File: src/rtl/unidade_controle.sv
// ---------------------------------------------------------------------------
// unidade_controle
// Moore control FSM for the memory-game datapath (fluxo_dados).
// It plays back the stored colour sequence on the LEDs, collects and checks
// the player's moves, appends a new player-chosen colour at the end of each
// round, and stops on a win, a mistake or an inactivity timeout.
//
// Ports
//   clock, reset          : clock; asynchronous active-high reset -> inicial
//   iniciar               : start/restart request (level)
//   igual .. timeout_habilitado : status flags from fluxo_dados
//   zera_*/conta_*/...    : datapath command strobes
//   pronto/acertou/errou  : game-over indications
//   db_timeout            : loss was caused by the inactivity timeout
//   db_estado             : current state code (debug)
// ---------------------------------------------------------------------------
module unidade_controle #(
    parameter logic TIMEOUT_NA_ESCRITA = 1'b1
) (
    input  logic       clock,
    input  logic       reset,
    input  logic       iniciar,
    input  logic       igual,
    input  logic       fim_jogo,
    input  logic       enderecoIgualLimite,
    input  logic       jogada_feita,
    input  logic       timeout,
    input  logic       timeout_led,
    input  logic       fim_sequencia,
    input  logic       timeout_habilitado,
    output logic       zera_endereco,
    output logic       conta_endereco,
    output logic       zera_limite,
    output logic       conta_limite,
    output logic       zeraR,
    output logic       registrarR,
    output logic       zera_s_timeout,
    output logic       enable_timeout,
    output logic       registra_modo,
    output logic       zera_modo,
    output logic       conf_leds,
    output logic       registra_jogada,
    output logic       zera_s_led,
    output logic       enable_led,
    output logic       pronto,
    output logic       acertou,
    output logic       errou,
    output logic       db_timeout,
    output logic [4:0] db_estado
);

    localparam logic [4:0] ST_INICIAL        = 5'h00;
    localparam logic [4:0] ST_PREPARACAO     = 5'h01;
    localparam logic [4:0] ST_INICIO_RODADA  = 5'h02;
    localparam logic [4:0] ST_MOSTRA_LED     = 5'h03;
    localparam logic [4:0] ST_APAGA_LED      = 5'h04;
    localparam logic [4:0] ST_PROXIMO_LED    = 5'h05;
    localparam logic [4:0] ST_FIM_MOSTRA     = 5'h06;
    localparam logic [4:0] ST_ESPERA_JOGADA  = 5'h07;
    localparam logic [4:0] ST_REGISTRA       = 5'h08;
    localparam logic [4:0] ST_COMPARACAO     = 5'h09;
    localparam logic [4:0] ST_PROX_ENDERECO  = 5'h0A;
    localparam logic [4:0] ST_PROXIMA_RODADA = 5'h0B;
    localparam logic [4:0] ST_FIM_ACERTO     = 5'h0C;
    localparam logic [4:0] ST_FIM_ERRO       = 5'h0D;
    localparam logic [4:0] ST_FIM_TIMEOUT    = 5'h0E;
    localparam logic [4:0] ST_ESPERA_ESCRITA = 5'h0F;
    localparam logic [4:0] ST_ESCREVE        = 5'h10;

    logic [4:0] estado_q;
    logic [4:0] estado_d;

    // Timeout in the write-wait state is only honoured when enabled at build time.
    logic timeout_escrita_hab;
    assign timeout_escrita_hab = timeout_habilitado & TIMEOUT_NA_ESCRITA;

    // State register
    always_ff @(posedge clock or posedge reset) begin
        if (reset) begin
            estado_q <= ST_INICIAL;
        end else begin
            estado_q <= estado_d;
        end
    end

    // Next-state logic
    always_comb begin
        estado_d = ST_INICIAL;
        case (estado_q)
            ST_INICIAL:        estado_d = iniciar ? ST_PREPARACAO : ST_INICIAL;
            ST_PREPARACAO:     estado_d = ST_INICIO_RODADA;
            ST_INICIO_RODADA:  estado_d = ST_MOSTRA_LED;
            ST_MOSTRA_LED:     estado_d = timeout_led ? ST_APAGA_LED : ST_MOSTRA_LED;
            ST_APAGA_LED: begin
                if (!timeout_led)             estado_d = ST_APAGA_LED;
                else if (enderecoIgualLimite) estado_d = ST_FIM_MOSTRA;
                else                          estado_d = ST_PROXIMO_LED;
            end
            ST_PROXIMO_LED:    estado_d = ST_MOSTRA_LED;
            ST_FIM_MOSTRA:     estado_d = ST_ESPERA_JOGADA;
            ST_ESPERA_JOGADA: begin
                // A move seen in the same cycle as the timeout wins.
                if (jogada_feita)                         estado_d = ST_REGISTRA;
                else if (timeout && timeout_habilitado)   estado_d = ST_FIM_TIMEOUT;
                else                                      estado_d = ST_ESPERA_JOGADA;
            end
            ST_REGISTRA:       estado_d = ST_COMPARACAO;
            ST_COMPARACAO: begin
                // A mismatch overrides every other flag.
                if (!igual)             estado_d = ST_FIM_ERRO;
                else if (fim_sequencia) estado_d = fim_jogo ? ST_FIM_ACERTO : ST_PROXIMA_RODADA;
                else                    estado_d = ST_PROX_ENDERECO;
            end
            ST_PROX_ENDERECO:  estado_d = ST_ESPERA_JOGADA;
            ST_PROXIMA_RODADA: estado_d = ST_ESPERA_ESCRITA;
            ST_ESPERA_ESCRITA: begin
                if (jogada_feita)                         estado_d = ST_ESCREVE;
                else if (timeout && timeout_escrita_hab)  estado_d = ST_FIM_TIMEOUT;
                else                                      estado_d = ST_ESPERA_ESCRITA;
            end
            ST_ESCREVE:        estado_d = ST_INICIO_RODADA;
            ST_FIM_ACERTO:     estado_d = iniciar ? ST_PREPARACAO : ST_FIM_ACERTO;
            ST_FIM_ERRO:       estado_d = iniciar ? ST_PREPARACAO : ST_FIM_ERRO;
            ST_FIM_TIMEOUT:    estado_d = iniciar ? ST_PREPARACAO : ST_FIM_TIMEOUT;
            default:           estado_d = ST_INICIAL;
        endcase
    end

    // Output decode
    always_comb begin
        zera_endereco   = 1'b0;
        conta_endereco  = 1'b0;
        zera_limite     = 1'b0;
        conta_limite    = 1'b0;
        zeraR           = 1'b0;
        registrarR      = 1'b0;
        zera_s_timeout  = 1'b0;
        enable_timeout  = 1'b0;
        registra_modo   = 1'b0;
        zera_modo       = 1'b0;
        conf_leds       = 1'b0;
        registra_jogada = 1'b0;
        zera_s_led      = 1'b0;
        enable_led      = 1'b0;
        pronto          = 1'b0;
        acertou         = 1'b0;
        errou           = 1'b0;
        db_timeout      = 1'b0;
        case (estado_q)
            ST_PREPARACAO: begin
                zera_endereco  = 1'b1;
                zera_limite    = 1'b1;
                zeraR          = 1'b1;
                zera_s_timeout = 1'b1;
                zera_s_led     = 1'b1;
                registra_modo  = 1'b1;
            end
            ST_INICIO_RODADA: begin
                zera_endereco = 1'b1;
                zera_s_led    = 1'b1;
            end
            ST_MOSTRA_LED: begin
                conf_leds  = 1'b1;
                enable_led = 1'b1;
            end
            ST_APAGA_LED:      enable_led = 1'b1;
            ST_PROXIMO_LED: begin
                conta_endereco = 1'b1;
                zera_s_led     = 1'b1;
            end
            ST_FIM_MOSTRA: begin
                zera_endereco  = 1'b1;
                zeraR          = 1'b1;
                zera_s_timeout = 1'b1;
            end
            ST_ESPERA_JOGADA:  enable_timeout = timeout_habilitado;
            ST_REGISTRA:       registrarR = 1'b1;
            ST_PROX_ENDERECO: begin
                conta_endereco = 1'b1;
                zera_s_timeout = 1'b1;
            end
            ST_PROXIMA_RODADA: begin
                conta_endereco = 1'b1;
                conta_limite   = 1'b1;
                zera_s_timeout = 1'b1;
            end
            ST_ESPERA_ESCRITA: enable_timeout = timeout_escrita_hab;
            ST_ESCREVE:        registra_jogada = 1'b1;
            ST_FIM_ACERTO: begin
                pronto  = 1'b1;
                acertou = 1'b1;
            end
            ST_FIM_ERRO: begin
                pronto = 1'b1;
                errou  = 1'b1;
            end
            ST_FIM_TIMEOUT: begin
                pronto     = 1'b1;
                errou      = 1'b1;
                db_timeout = 1'b1;
            end
            default: ;
        endcase
    end

    assign db_estado = estado_q;

endmodule
File: config.mk
export PLATFORM = sky130hd
export DESIGN_NAME = unidade_controle
export DESIGN_NICKNAME = d
export VERILOG_FILES = /design/src/rtl/unidade_controle.sv
export SDC_FILE = /design/constraint.sdc
export NUM_CORES = 1
export LEC_CHECK = 0
export ABC_AREA = 1
export BUFFER_PORTS_ARGS = -buffer_cell sky130_fd_sc_hd__buf_2
export CAP_MARGIN = 20
export CORE_AREA = 2 2 39 41
export CTS_BUF_LIST = sky130_fd_sc_hd__clkbuf_2 sky130_fd_sc_hd__clkbuf_4 sky130_fd_sc_hd__clkbuf_8
export DETAILED_ROUTE_END_ITERATION = 6
export DIE_AREA = 0 0 41 43
export PLACE_DENSITY = 0.85
export SLEW_MARGIN = 10
export SYNTH_ARGS = -nofsm -noshare
export SYNTH_HDL_FRONTEND = slang
export SYNTH_SLANG_ARGS = --single-unit
File: constraint.sdc
create_clock -name clock -period 1.8 [get_ports clock]
set_input_delay 0.09 -clock clock [delete_from_list [all_inputs] [get_ports clock]]
set_output_delay 0.09 -clock clock [all_outputs]
set_load 0.03 [all_outputs]
==> results of run 1 <==
[repair_timing]
action	4_1_cts	5_1_grt
hold endpoints to repair	5	0
hold buffers	1	0
buffers inserted	0	0
[cell families after synthesis]
family          count (synthesis)  synth area share
buf+inv                        20             0.131
other cells                     1           0.00593
compound gates                  7            0.0653
simple gates                   80             0.600
flops                           5             0.198
[where the power goes]
group / internal, mW / leakage (nW) / switching [mW]
Sequential: 0.157 / 0.0645 / 0.0748
Combinational: 0.328 / 0.484 / 0.863
Clock: 0.0988 / 0.0184 / 0.0448
[stage by stage]
step           utilization  area, µm²
4_1_cts              0.607        840
6_report             0.607        840
3_5_place_dp         0.578        800
2_1_floorplan            -        634
3_3_place_gp         0.578        800
5_1_grt              0.607        840
[critical path: stages (launching register included)]
cell                       delay (ns)
sky130_fd_sc_hd__dfrtp_1         0.40
sky130_fd_sc_hd__inv_1           0.18
sky130_fd_sc_hd__nand2_1         0.16
sky130_fd_sc_hd__nor2_4          0.17
sky130_fd_sc_hd__inv_1           0.08
sky130_fd_sc_hd__o211ai_1        0.09
sky130_fd_sc_hd__buf_2           0.23
[final timing paths]
path | start | end | cells past startpoint
max | db_estado[2] | conta_endereco | 6
min | iniciar | db_estado[0] | 3
max reg2reg | db_estado[0] | db_estado[2] | 7
min reg2reg | db_estado[2] | db_estado[4] | 2
max in group asynchronous | reset | db_estado[3] | 3
min in group asynchronous | reset | db_estado[0] | 3
[area by class of cell]
| type | instances | area share |
|---|---|---|
| multi-input combinational | 88 | 0.508 |
| timing repair buffer | 33 | 0.203 |
| sequential | 5 | 0.149 |
| inverter | 18 | 0.0805 |
| clock buffer | 4 | 0.0358 |
| tap | 16 | 0.0238 |
[layer usage]
metal / track usage / routed length (µm)
met3: 0.0785 / 96
met2: 0.347 / 829
met1: 0.296 / 776
met5: 0 / 0
met4: 0.0400 / 0
[cells in the final DEF, fill, tap and decap left out]
cell and count:
sky130_fd_sc_hd__nor3b_1 1, sky130_fd_sc_hd__nor2_1 18, sky130_fd_sc_hd__conb_1 1, sky130_fd_sc_hd__nand2_1 37
sky130_fd_sc_hd__nand3_1 12, sky130_fd_sc_hd__o21ai_0 3, sky130_fd_sc_hd__o21ai_2 1, sky130_fd_sc_hd__nor2_4 3
sky130_fd_sc_hd__dlygate4sd3_1 1, sky130_fd_sc_hd__nand3_4 1, sky130_fd_sc_hd__nand3b_1 1, sky130_fd_sc_hd__inv_1 17
sky130_fd_sc_hd__nor2_2 2, sky130_fd_sc_hd__nand4_1 1, sky130_fd_sc_hd__a21oi_1 2, sky130_fd_sc_hd__o211ai_1 1
sky130_fd_sc_hd__buf_2 32, sky130_fd_sc_hd__nand3_2 2, sky130_fd_sc_hd__nor3_1 2, sky130_fd_sc_hd__inv_2 1
sky130_fd_sc_hd__clkbuf_4 4, sky130_fd_sc_hd__dfrtp_1 5
==> run_summary.xml, run 1 <==
<?xml version="1.0" encoding="UTF-8"?>
<metrics>
  <group name="global_routing">
    <metric name="grt.total_usage" unit="">0.225</metric>
    <metric name="antenna_violations_before_repair" unit="">0</metric>
    <metric name="grt-ovfl-total" unit="">0</metric>
    <metric name="grt_start_max_net_pins" unit="">9</metric>
    <metric name="global_route_wire_length_before_repair" unit="µm">2680</metric>
    <metric name="via_count_of_the_first_global_routing_pass" unit="">659</metric>
  </group>
  <group name="die">
    <metric name="design.die.area" unit="mm²">0.00176</metric>
    <metric name="starting_density" unit="">0.457</metric>
    <metric name="floorplan.die.height" unit="µm">43</metric>
    <metric name="design.core.area" unit="mm²">0.00138</metric>
    <metric name="fp.dieW" unit="µm">41</metric>
    <metric name="ios" unit="">34</metric>
    <metric name="placement_rows" unit="">14</metric>
  </group>
  <group name="clock_tree">
    <metric name="path_clk_slew" unit="ns">0.04</metric>
    <metric name="buffer_cell_driving_the_clock_tree_root" unit="">sky130_fd_sc_hd__clkbuf_4</metric>
    <metric name="clk_path_buf_depth" unit="">2</metric>
    <metric name="post_cts_repair_resize_count" unit="">0</metric>
    <metric name="clkLatencyLatePin" unit="ns">0.24</metric>
    <metric name="tritoncts" unit="">done</metric>
    <metric name="clock-sinks" unit="">5</metric>
    <metric name="tritoncts.num_buffers" unit="">3</metric>
    <metric name="htreeDepth" unit="">1</metric>
  </group>
  <group name="placement">
    <metric name="numPlacedInstances" unit="">159</metric>
    <metric name="post-dp-hpwl" unit="µm">1420</metric>
    <metric name="pre_cts_ws" unit="ns">0.414</metric>
    <metric name="place.port_buffers" unit="">32</metric>
    <metric name="gp_routability_congestion" unit="">0.860</metric>
  </group>
  <group name="finish">
    <metric name="layout.cells.non_filler" unit="">164</metric>
    <metric name="register_area" unit="µm²">125</metric>
    <metric name="multi_input_comb_area" unit="µm²">427</metric>
    <metric name="largest_register_ffs" unit="">5</metric>
    <metric name="syn_to_final_growth" unit="%">32.9</metric>
    <metric name="finalNetCount" unit="">160</metric>
    <metric name="drive_above_1_share" unit="">0.311</metric>
    <metric name="insertedDiodeCount" unit="">0</metric>
    <metric name="fillCellCount" unit="">146</metric>
  </group>
  <group name="route">
    <metric name="drtAntennaViolNets" unit="">0</metric>
    <metric name="detail_route.iter0.violations" unit="">9</metric>
    <metric name="post_drt_via_cell_ratio" unit="">4.80</metric>
    <metric name="routed-via-count" unit="">788</metric>
    <metric name="dr.pass1.iters" unit="">4</metric>
    <metric name="drcViolationCount" unit="">0</metric>
    <metric name="route.detailed.wl_per_inst" unit="µm">10.4</metric>
    <metric name="drt_wl_total" unit="µm">1700</metric>
  </group>
  <group name="timing">
    <metric name="finalCritPeriodShare" unit="">0.915</metric>
    <metric name="final_hold_viol_count" unit="">0</metric>
    <metric name="period_minus_slack" unit="ns">1.65</metric>
    <metric name="tns" unit="ns">0</metric>
    <metric name="clock.fmax" unit="MHz">607</metric>
    <metric name="layout_setup_ws" unit="ns">0.153</metric>
    <metric name="skew" unit="ns">0.00495</metric>
    <metric name="report.final.slew_viol_count" unit="">0</metric>
    <metric name="rsz_0062_raised_after_global_routing" unit="">false</metric>
    <metric name="final-setup-viol-count" unit="">0</metric>
    <metric name="post_route_worst_hold_slack" unit="ns">0.114</metric>
  </group>
  <group name="pwr">
    <metric name="p_leak" unit="nW">0.567</metric>
    <metric name="total_power_of_the_final_layout" unit="mW">1.57</metric>
    <metric name="peakVddDrop" unit="mV">0.970</metric>
    <metric name="cellPowerDensity" unit="mW/mm²">1870</metric>
  </group>
  <group name="synth">
    <metric name="synth_edf_count" unit="">0</metric>
    <metric name="synth_largest_area_cell" unit="">sky130_fd_sc_hd__nand2_1</metric>
    <metric name="synth-seq-cells" unit="">5</metric>
    <metric name="post_synth.cell_area_avg" unit="µm²">5.59</metric>
    <metric name="asyncSetResetFlopFracSynth" unit="">1.00</metric>
    <metric name="ys_dominant_reg_cell" unit="">sky130_fd_sc_hd__dfrtp_1</metric>
    <metric name="synthesis.area" unit="µm²">632</metric>
    <metric name="synth.most_common_cell" unit="">sky130_fd_sc_hd__nand2_1</metric>
    <metric name="synth.yosys.warnings" unit="">0</metric>
    <metric name="synth_cell_types" unit="">20</metric>
    <metric name="synth_common_cells" unit="">sky130_fd_sc_hd__nand2_1, sky130_fd_sc_hd__nor2_1, sky130_fd_sc_hd__inv_1</metric>
    <metric name="syn_inst" unit="">113</metric>
    <metric name="synth_top_cells_by_area" unit="">sky130_fd_sc_hd__nand2_1, sky130_fd_sc_hd__dfrtp_1, sky130_fd_sc_hd__nor2_1</metric>
    <metric name="synth.yosys.seq_area_share" unit="">0.198</metric>
    <metric name="synth_top_area_frac" unit="">0.220</metric>
    <metric name="synth.net_count" unit="">124</metric>
  </group>
  <group name="setup_path">
    <metric name="arrival" unit="ns">1.56</metric>
    <metric name="endpoint_kind" unit="">primary output</metric>
    <metric name="critical_path_required" unit="ns">1.71</metric>
    <metric name="max_fo_critical_path" unit="">5</metric>
    <metric name="critical_path_class" unit="">register to primary output</metric>
    <metric name="ff2ff_setup_slack" unit="ns">0.45</metric>
    <metric name="cp-start-kind" unit="">register</metric>
  </group>
  <group name="run_status">
    <metric name="status" unit="">finished clean</metric>
  </group>
  <group name="flow_run">
    <metric name="max_cap_viol_count" unit="">0</metric>
  </group>
  <group name="min_path">
    <metric name="holdCritPathClass" unit="">input port to register</metric>
  </group>
</metrics>
No activity file was read; power rests on OpenSTA's default activity.
==> run 2: changes to the inputs <==
--- a/config.mk
+++ b/config.mk
@@ -8,11 +8,11 @@
 export ABC_AREA = 1
 export BUFFER_PORTS_ARGS = -buffer_cell sky130_fd_sc_hd__buf_2
 export CAP_MARGIN = 20
-export CORE_AREA = 2 2 39 41
+export CORE_MARGIN = 2
+export CORE_UTILIZATION = 45
 export CTS_BUF_LIST = sky130_fd_sc_hd__clkbuf_2 sky130_fd_sc_hd__clkbuf_4 sky130_fd_sc_hd__clkbuf_8
 export DETAILED_ROUTE_END_ITERATION = 6
-export DIE_AREA = 0 0 41 43
-export PLACE_DENSITY = 0.85
+export PLACE_DENSITY = 0.81
 export SLEW_MARGIN = 10
 export SYNTH_ARGS = -nofsm -noshare
 export SYNTH_HDL_FRONTEND = slang
==> constraint.sdc (replaced) <==
create_clock -name clock -period 1.7 [get_ports clock]
set_input_delay 0.085 -clock clock [delete_from_list [all_inputs] [get_ports clock]]
set_output_delay 0.085 -clock clock [all_outputs]
set_load 0.03 [all_outputs]
==> run_summary.xml, run 2 (synthesis gave the netlist of run 1 again) <==
<?xml version="1.0" encoding="UTF-8"?>
<metrics>
  <group name="clock_tree">
    <metric name="clk_path_buf_depth" unit="">2</metric>
    <metric name="tritoncts.num_buffers" unit="">3</metric>
    <metric name="path_clk_slew" unit="ns">0.05</metric>
    <metric name="clkLatencyLatePin" unit="ns">0.24</metric>
    <metric name="post-cts-setup-buffer-count" unit="">0</metric>
    <metric name="tritoncts" unit="">done</metric>
    <metric name="clock-sinks" unit="">5</metric>
    <metric name="htreeDepth" unit="">1</metric>
    <metric name="buffer_cell_driving_the_clock_tree_root" unit="">sky130_fd_sc_hd__clkbuf_4</metric>
  </group>
  <group name="global_routing">
    <metric name="grt.total_usage" unit="">0.222</metric>
    <metric name="antenna_violations_before_repair" unit="">0</metric>
    <metric name="grt-ovfl-total" unit="">0</metric>
    <metric name="global_route_wire_length_before_repair" unit="µm">3080</metric>
    <metric name="via_count_of_the_first_global_routing_pass" unit="">763</metric>
    <metric name="grt_start_max_net_pins" unit="">9</metric>
  </group>
  <group name="setup_path">
    <metric name="cp-start-kind" unit="">register</metric>
    <metric name="critical_path_class" unit="">register to primary output</metric>
    <metric name="critical_path_required" unit="ns">1.62</metric>
    <metric name="max_fo_critical_path" unit="">8</metric>
    <metric name="arrival" unit="ns">1.53</metric>
    <metric name="endpoint_kind" unit="">primary output</metric>
  </group>
  <group name="placement">
    <metric name="gp_routability_congestion" unit="">0.858</metric>
    <metric name="numPlacedInstances" unit="">158</metric>
    <metric name="place.port_buffers" unit="">32</metric>
    <metric name="pre_cts_ws" unit="ns">0.299</metric>
    <metric name="post-dp-hpwl" unit="µm">1490</metric>
  </group>
  <group name="die">
    <metric name="placement_rows" unit="">13</metric>
    <metric name="starting_density" unit="">0.486</metric>
    <metric name="design.die.area" unit="mm²">0.00172</metric>
    <metric name="fp.dieW" unit="µm">41.5</metric>
    <metric name="design.core.area" unit="mm²">0.00130</metric>
    <metric name="floorplan.die.height" unit="µm">41.5</metric>
    <metric name="ios" unit="">34</metric>
  </group>
  <group name="route">
    <metric name="drtAntennaViolNets" unit="">0</metric>
    <metric name="post_drt_via_cell_ratio" unit="">5.02</metric>
    <metric name="detail_route.iter0.violations" unit="">17</metric>
    <metric name="routedLengthMet1" unit="µm">765</metric>
    <metric name="drt_wl_total" unit="µm">1790</metric>
    <metric name="wl_met3" unit="µm">163</metric>
    <metric name="top_layer" unit="">met4</metric>
    <metric name="dr.pass1.iters" unit="">4</metric>
    <metric name="drcViolationCount" unit="">0</metric>
    <metric name="route.detailed.wl_per_inst" unit="µm">11.0</metric>
    <metric name="routed-wl-met2" unit="µm">853</metric>
    <metric name="routed-via-count" unit="">819</metric>
  </group>
  <group name="flow_run">
    <metric name="max_cap_viol_count" unit="">0</metric>
  </group>
  <group name="pwr">
    <metric name="clockPowerShare" unit="">0.090</metric>
    <metric name="pwr-share-seq" unit="">0.150</metric>
    <metric name="p_int" unit="µW">627</metric>
    <metric name="p_leak" unit="nW">0.568</metric>
    <metric name="cellPowerDensity" unit="mW/mm²">1990</metric>
    <metric name="total_switching_power" unit="mW">1.06</metric>
    <metric name="peakVddDrop" unit="mV">1.02</metric>
    <metric name="comb_power_share" unit="">0.760</metric>
    <metric name="switching_share" unit="">0.629</metric>
    <metric name="total_power_of_the_final_layout" unit="mW">1.69</metric>
  </group>
  <group name="finish">
    <metric name="drive_above_1_share" unit="">0.331</metric>
    <metric name="insertedDiodeCount" unit="">0</metric>
    <metric name="largest_register_ffs" unit="">5</metric>
    <metric name="mostFrequentLayoutCell" unit="">sky130_fd_sc_hd__nand2_1</metric>
    <metric name="utilization" unit="">0.652</metric>
    <metric name="final_cell_mix" unit="">sky130_fd_sc_hd__nand2_1, sky130_fd_sc_hd__buf_2, sky130_fd_sc_hd__inv_1, sky130_fd_sc_hd__nor2_1, sky130_fd_sc_hd__nand3_1</metric>
    <metric name="fillCellCount" unit="">139</metric>
    <metric name="finalNetCount" unit="">160</metric>
    <metric name="syn_to_final_growth" unit="%">34.3</metric>
    <metric name="layout.cells.non_filler" unit="">163</metric>
  </group>
  <group name="timing">
    <metric name="period_minus_slack" unit="ns">1.62</metric>
    <metric name="layout_setup_ws" unit="ns">0.0850</metric>
    <metric name="skew" unit="ns">0.00254</metric>
    <metric name="rsz_0062_raised_after_global_routing" unit="">true</metric>
    <metric name="final-setup-viol-count" unit="">0</metric>
    <metric name="report.final.slew_viol_count" unit="">0</metric>
    <metric name="finalCritPeriodShare" unit="">0.950</metric>
    <metric name="tns" unit="ns">0</metric>
    <metric name="clock.fmax" unit="MHz">619</metric>
    <metric name="final_hold_viol_count" unit="">0</metric>
  </group>
  <group name="run_status">
    <metric name="status" unit="">finished clean</metric>
  </group>
  <group name="min_path">
    <metric name="holdCritPathClass" unit="">input port to register</metric>
  </group>
</metrics>
[run 2: path summary, 6_finish.rpt]
check,from,cells past startpoint,end,slack [ns]
min in group asynchronous,reset,3,db_estado[0],0.31
max in group asynchronous,reset,3,db_estado[1],1.22
max,db_estado[4],6,conta_endereco,0.08
max reg2reg,db_estado[1],7,db_estado[2],0.38
min,iniciar,3,db_estado[0],0.12
min reg2reg,db_estado[2],2,db_estado[4],0.69
[run 2: worst max-delay path, cell delays in order, from the launching register on]
cell and delay (ns):
sky130_fd_sc_hd__dfrtp_1 0.43, sky130_fd_sc_hd__inv_2 0.15, sky130_fd_sc_hd__nand3_4 0.15, sky130_fd_sc_hd__nor2_4 0.15, sky130_fd_sc_hd__inv_1 0.09, sky130_fd_sc_hd__o211ai_1 0.10
sky130_fd_sc_hd__buf_2 0.23
[run 2: layout make-up]
class / count / area, µm² / area share
multi-input cells: 88 / 437 / 0.515
inverters: 18 / 67.6 / 0.0796
clock buffers: 4 / 30.0 / 0.0354
well taps: 15 / 18.8 / 0.0221
repair buffers: 33 / 170 / 0.201
flip-flops and latches: 5 / 125 / 0.147
[run 2: what timing repair did]
item                                    4_1_cts  5_1_grt
hold buffers                                  1        0
resized for setup                             0        4
hold endpoints to repair                      5        0
endpoints found under the setup margin        0        8
[run 2: layer usage]
metal	global-route usage	vias up
met4	0.0645	0
met5	0	-
li1	-	421
met2	0.381	48
met1	0.276	348
met3	0.0478	2
[run 2: through the flow]
step | hold WS, ns | instance area [µm²]
global placement | -0.0230 | 798
CTS | 0.116 | 838
detailed placement | -0.00229 | 798
finish | 0.117 | 848
floorplan | -0.136 | 634
global route | 0.126 | 848
[run 2: power groups by stage]
stage / clock network (mW) / registers, mW / logic, mW
2_1_floorplan: 0 / 0.321 / 0.873
3_3_place_gp: 0 / 0.244 / 1.25
3_5_place_dp: 0 / 0.246 / 1.26
4_1_cts: 0.153 / 0.245 / 1.27
5_1_grt: 0.163 / 0.263 / 1.39
6_report: 0.152 / 0.253 / 1.28
==> run 3: changes to the inputs <==
--- a/config.mk
+++ b/config.mk
@@ -9,10 +9,9 @@
 export BUFFER_PORTS_ARGS = -buffer_cell sky130_fd_sc_hd__buf_2
 export CAP_MARGIN = 20
 export CORE_MARGIN = 2
-export CORE_UTILIZATION = 45
-export CTS_BUF_LIST = sky130_fd_sc_hd__clkbuf_2 sky130_fd_sc_hd__clkbuf_4 sky130_fd_sc_hd__clkbuf_8
+export CORE_UTILIZATION = 39
 export DETAILED_ROUTE_END_ITERATION = 6
-export PLACE_DENSITY = 0.81
+export PLACE_DENSITY = 0.75
 export SLEW_MARGIN = 10
 export SYNTH_ARGS = -nofsm -noshare
 export SYNTH_HDL_FRONTEND = slang
==> constraint.sdc (replaced) <==
create_clock -name clock -period 1.4 [get_ports clock]
set_input_delay 0.07 -clock clock [delete_from_list [all_inputs] [get_ports clock]]
set_output_delay 0.07 -clock clock [all_outputs]
set_load 0.03 [all_outputs]
==> run_summary.xml, run 3 (synthesis gave the netlist of run 1 again) <==
<?xml version="1.0" encoding="UTF-8"?>
<metrics>
  <group name="min_path">
    <metric name="holdCritPathClass" unit="">input port to register</metric>
    <metric name="whs_endpoint" unit="">db_estado[0]</metric>
    <metric name="worst_hold_startpoint" unit="">iniciar</metric>
    <metric name="timing.hold.worst_path_depth" unit="">3</metric>
  </group>
  <group name="timing">
    <metric name="skew" unit="ns">0.00370</metric>
    <metric name="post_route_worst_hold_slack" unit="ns">0.0932</metric>
    <metric name="period_minus_slack" unit="ns">1.45</metric>
    <metric name="report.final.slew_viol_count" unit="">0</metric>
    <metric name="final-setup-viol-count" unit="">5</metric>
    <metric name="finalCritPeriodShare" unit="">1.03</metric>
    <metric name="layout_setup_ws" unit="ns">-0.0478</metric>
    <metric name="final_hold_viol_count" unit="">0</metric>
    <metric name="rsz_0062_raised_after_global_routing" unit="">true</metric>
    <metric name="clock.fmax" unit="MHz">691</metric>
  </group>
  <group name="setup_path">
    <metric name="max_fo_critical_path" unit="">5</metric>
    <metric name="reg2reg_depth" unit="">7</metric>
    <metric name="endpoint_kind" unit="">primary output</metric>
    <metric name="critical_path_required" unit="ns">1.33</metric>
    <metric name="arrival" unit="ns">1.38</metric>
    <metric name="worstReg2RegStart" unit="">db_estado[3]</metric>
    <metric name="critical_path_class" unit="">register to primary output</metric>
    <metric name="rr_endpoint" unit="">db_estado[1]</metric>
    <metric name="cp-start-kind" unit="">register</metric>
    <metric name="ff2ff_setup_slack" unit="ns">0.03</metric>
  </group>
  <group name="placement">
    <metric name="post-dp-hpwl" unit="µm">1560</metric>
    <metric name="pre_cts_ws" unit="ns">0.0739</metric>
    <metric name="postPlaceCellArea" unit="µm²">846</metric>
    <metric name="gp_routability_congestion" unit="">0.922</metric>
    <metric name="place.port_buffers" unit="">32</metric>
  </group>
  <group name="clock_tree">
    <metric name="tritoncts" unit="">done</metric>
    <metric name="htreeDepth" unit="">1</metric>
    <metric name="clkLatencyLatePin" unit="ns">0.24</metric>
    <metric name="path_clk_slew" unit="ns">0.05</metric>
    <metric name="clk_path_buf_depth" unit="">2</metric>
    <metric name="clock-sinks" unit="">5</metric>
    <metric name="tritoncts.num_buffers" unit="">3</metric>
    <metric name="buffer_cell_driving_the_clock_tree_root" unit="">sky130_fd_sc_hd__clkbuf_4</metric>
  </group>
  <group name="finish">
    <metric name="syn_to_final_growth" unit="%">86.1</metric>
    <metric name="mostFrequentLayoutCell" unit="">sky130_fd_sc_hd__nand2_1</metric>
    <metric name="insertedDiodeCount" unit="">0</metric>
    <metric name="finalNetCount" unit="">177</metric>
    <metric name="drive_above_1_share" unit="">0.606</metric>
    <metric name="utilization" unit="">0.781</metric>
    <metric name="fin_area" unit="mm²">0.00118</metric>
    <metric name="final_cell_mix" unit="">sky130_fd_sc_hd__nand2_1, sky130_fd_sc_hd__buf_2, sky130_fd_sc_hd__buf_4, sky130_fd_sc_hd__nor2_1</metric>
    <metric name="largest_register_ffs" unit="">5</metric>
  </group>
  <group name="run_status">
    <metric name="status" unit="">finished with violations</metric>
    <metric name="failed_checks" unit="">setup timing</metric>
  </group>
  <group name="route">
    <metric name="routed-via-count" unit="">928</metric>
    <metric name="dr.pass1.iters" unit="">4</metric>
    <metric name="post_drt_via_cell_ratio" unit="">5.13</metric>
    <metric name="drtAntennaViolNets" unit="">0</metric>
    <metric name="route.detailed.wl_per_inst" unit="µm">12.4</metric>
    <metric name="drcViolationCount" unit="">0</metric>
    <metric name="drt_wl_total" unit="µm">2240</metric>
    <metric name="detail_route.iter0.violations" unit="">49</metric>
  </group>
  <group name="pwr">
    <metric name="cellPowerDensity" unit="mW/mm²">2430</metric>
    <metric name="peakVddDrop" unit="mV">1.24</metric>
    <metric name="total_power_of_the_final_layout" unit="mW">2.85</metric>
    <metric name="p_leak" unit="nW">0.684</metric>
  </group>
  <group name="global_routing">
    <metric name="grt_start_max_net_pins" unit="">9</metric>
    <metric name="grt.total_usage" unit="">0.228</metric>
    <metric name="antenna_violations_before_repair" unit="">0</metric>
    <metric name="via_count_of_the_first_global_routing_pass" unit="">807</metric>
    <metric name="global_route_wire_length_before_repair" unit="µm">3330</metric>
    <metric name="grt-ovfl-total" unit="">0</metric>
  </group>
  <group name="die">
    <metric name="ios" unit="">34</metric>
    <metric name="floorplan.die.height" unit="µm">44.3</metric>
    <metric name="fp.dieW" unit="µm">44.3</metric>
    <metric name="design.die.area" unit="mm²">0.00196</metric>
    <metric name="starting_density" unit="">0.419</metric>
    <metric name="design.core.area" unit="mm²">0.00151</metric>
    <metric name="placement_rows" unit="">14</metric>
  </group>
  <group name="flow_run">
    <metric name="max_cap_viol_count" unit="">0</metric>
  </group>
</metrics>
-- run 3: layout make-up --
type                    instances  area (µm²)
inverters                      18        80.1
well taps                      16        20.0
fillers                       108         330
multi-input cells              88         549
flip-flops and latches          5         131
clock buffers                   3        22.5
clock inverters                 1        5.00
repair buffers                 50         368
-- run 3: power breakdown --
group | leakage (nW) | internal [mW] | switching, mW | total (mW)
Combinational | 0.609 | 0.926 | 1.43 | 2.36
Sequential | 0.0577 | 0.212 | 0.123 | 0.335
Clock | 0.0177 | 0.103 | 0.0570 | 0.160
Total | 0.684 | 1.24 | 1.61 | 2.85
-- run 3: metal layers --
metal,vias up,share of wire,global-route usage
met1,422,0.40,0.267
met4,0,0.0080,0.0424
met2,42,0.52,0.432
li1,460,-,-
met3,4,0.073,0.0367
met5,-,0,0
-- run 3: worst max path at each step --
stage	slack, ns	from	to	depth (start not counted)
CTS	-0.03	db_estado[2]	conta_endereco	6
global placement	0.10	db_estado[4]	pronto	6
floorplan	-0.07	db_estado[2]	zera_s_timeout	5
detailed placement	0.07	db_estado[4]	pronto	6
global route	-0.12	db_estado[2]	conta_endereco	5
finish	-0.05	db_estado[2]	conta_endereco	6
-- run 3: timing repair --
action,CTS,global route
endpoints found under the hold margin,5,0
pin swaps,8,13
hold buffers,1,0
resized for setup,39,24
buffers inserted,12,4
setup endpoints to repair,11,15
-- run 3: worst max-delay path: stages, from the launching register on --
cell	delay, ns
sky130_fd_sc_hd__dfrtp_2	0.44
sky130_fd_sc_hd__inv_4	0.11
sky130_fd_sc_hd__nand2_4	0.09
sky130_fd_sc_hd__nor2_4	0.14
sky130_fd_sc_hd__inv_2	0.07
sky130_fd_sc_hd__o211ai_1	0.09
sky130_fd_sc_hd__buf_4	0.19
-- run 3: metrics by stage --
stage | instances | setup TNS [ns]
finish | 181 | -0.0960
global placement | 160 | 0
detailed placement | 160 | 0
global route | 181 | -0.992
CTS | 177 | -0.0801
floorplan | 113 | -0.142
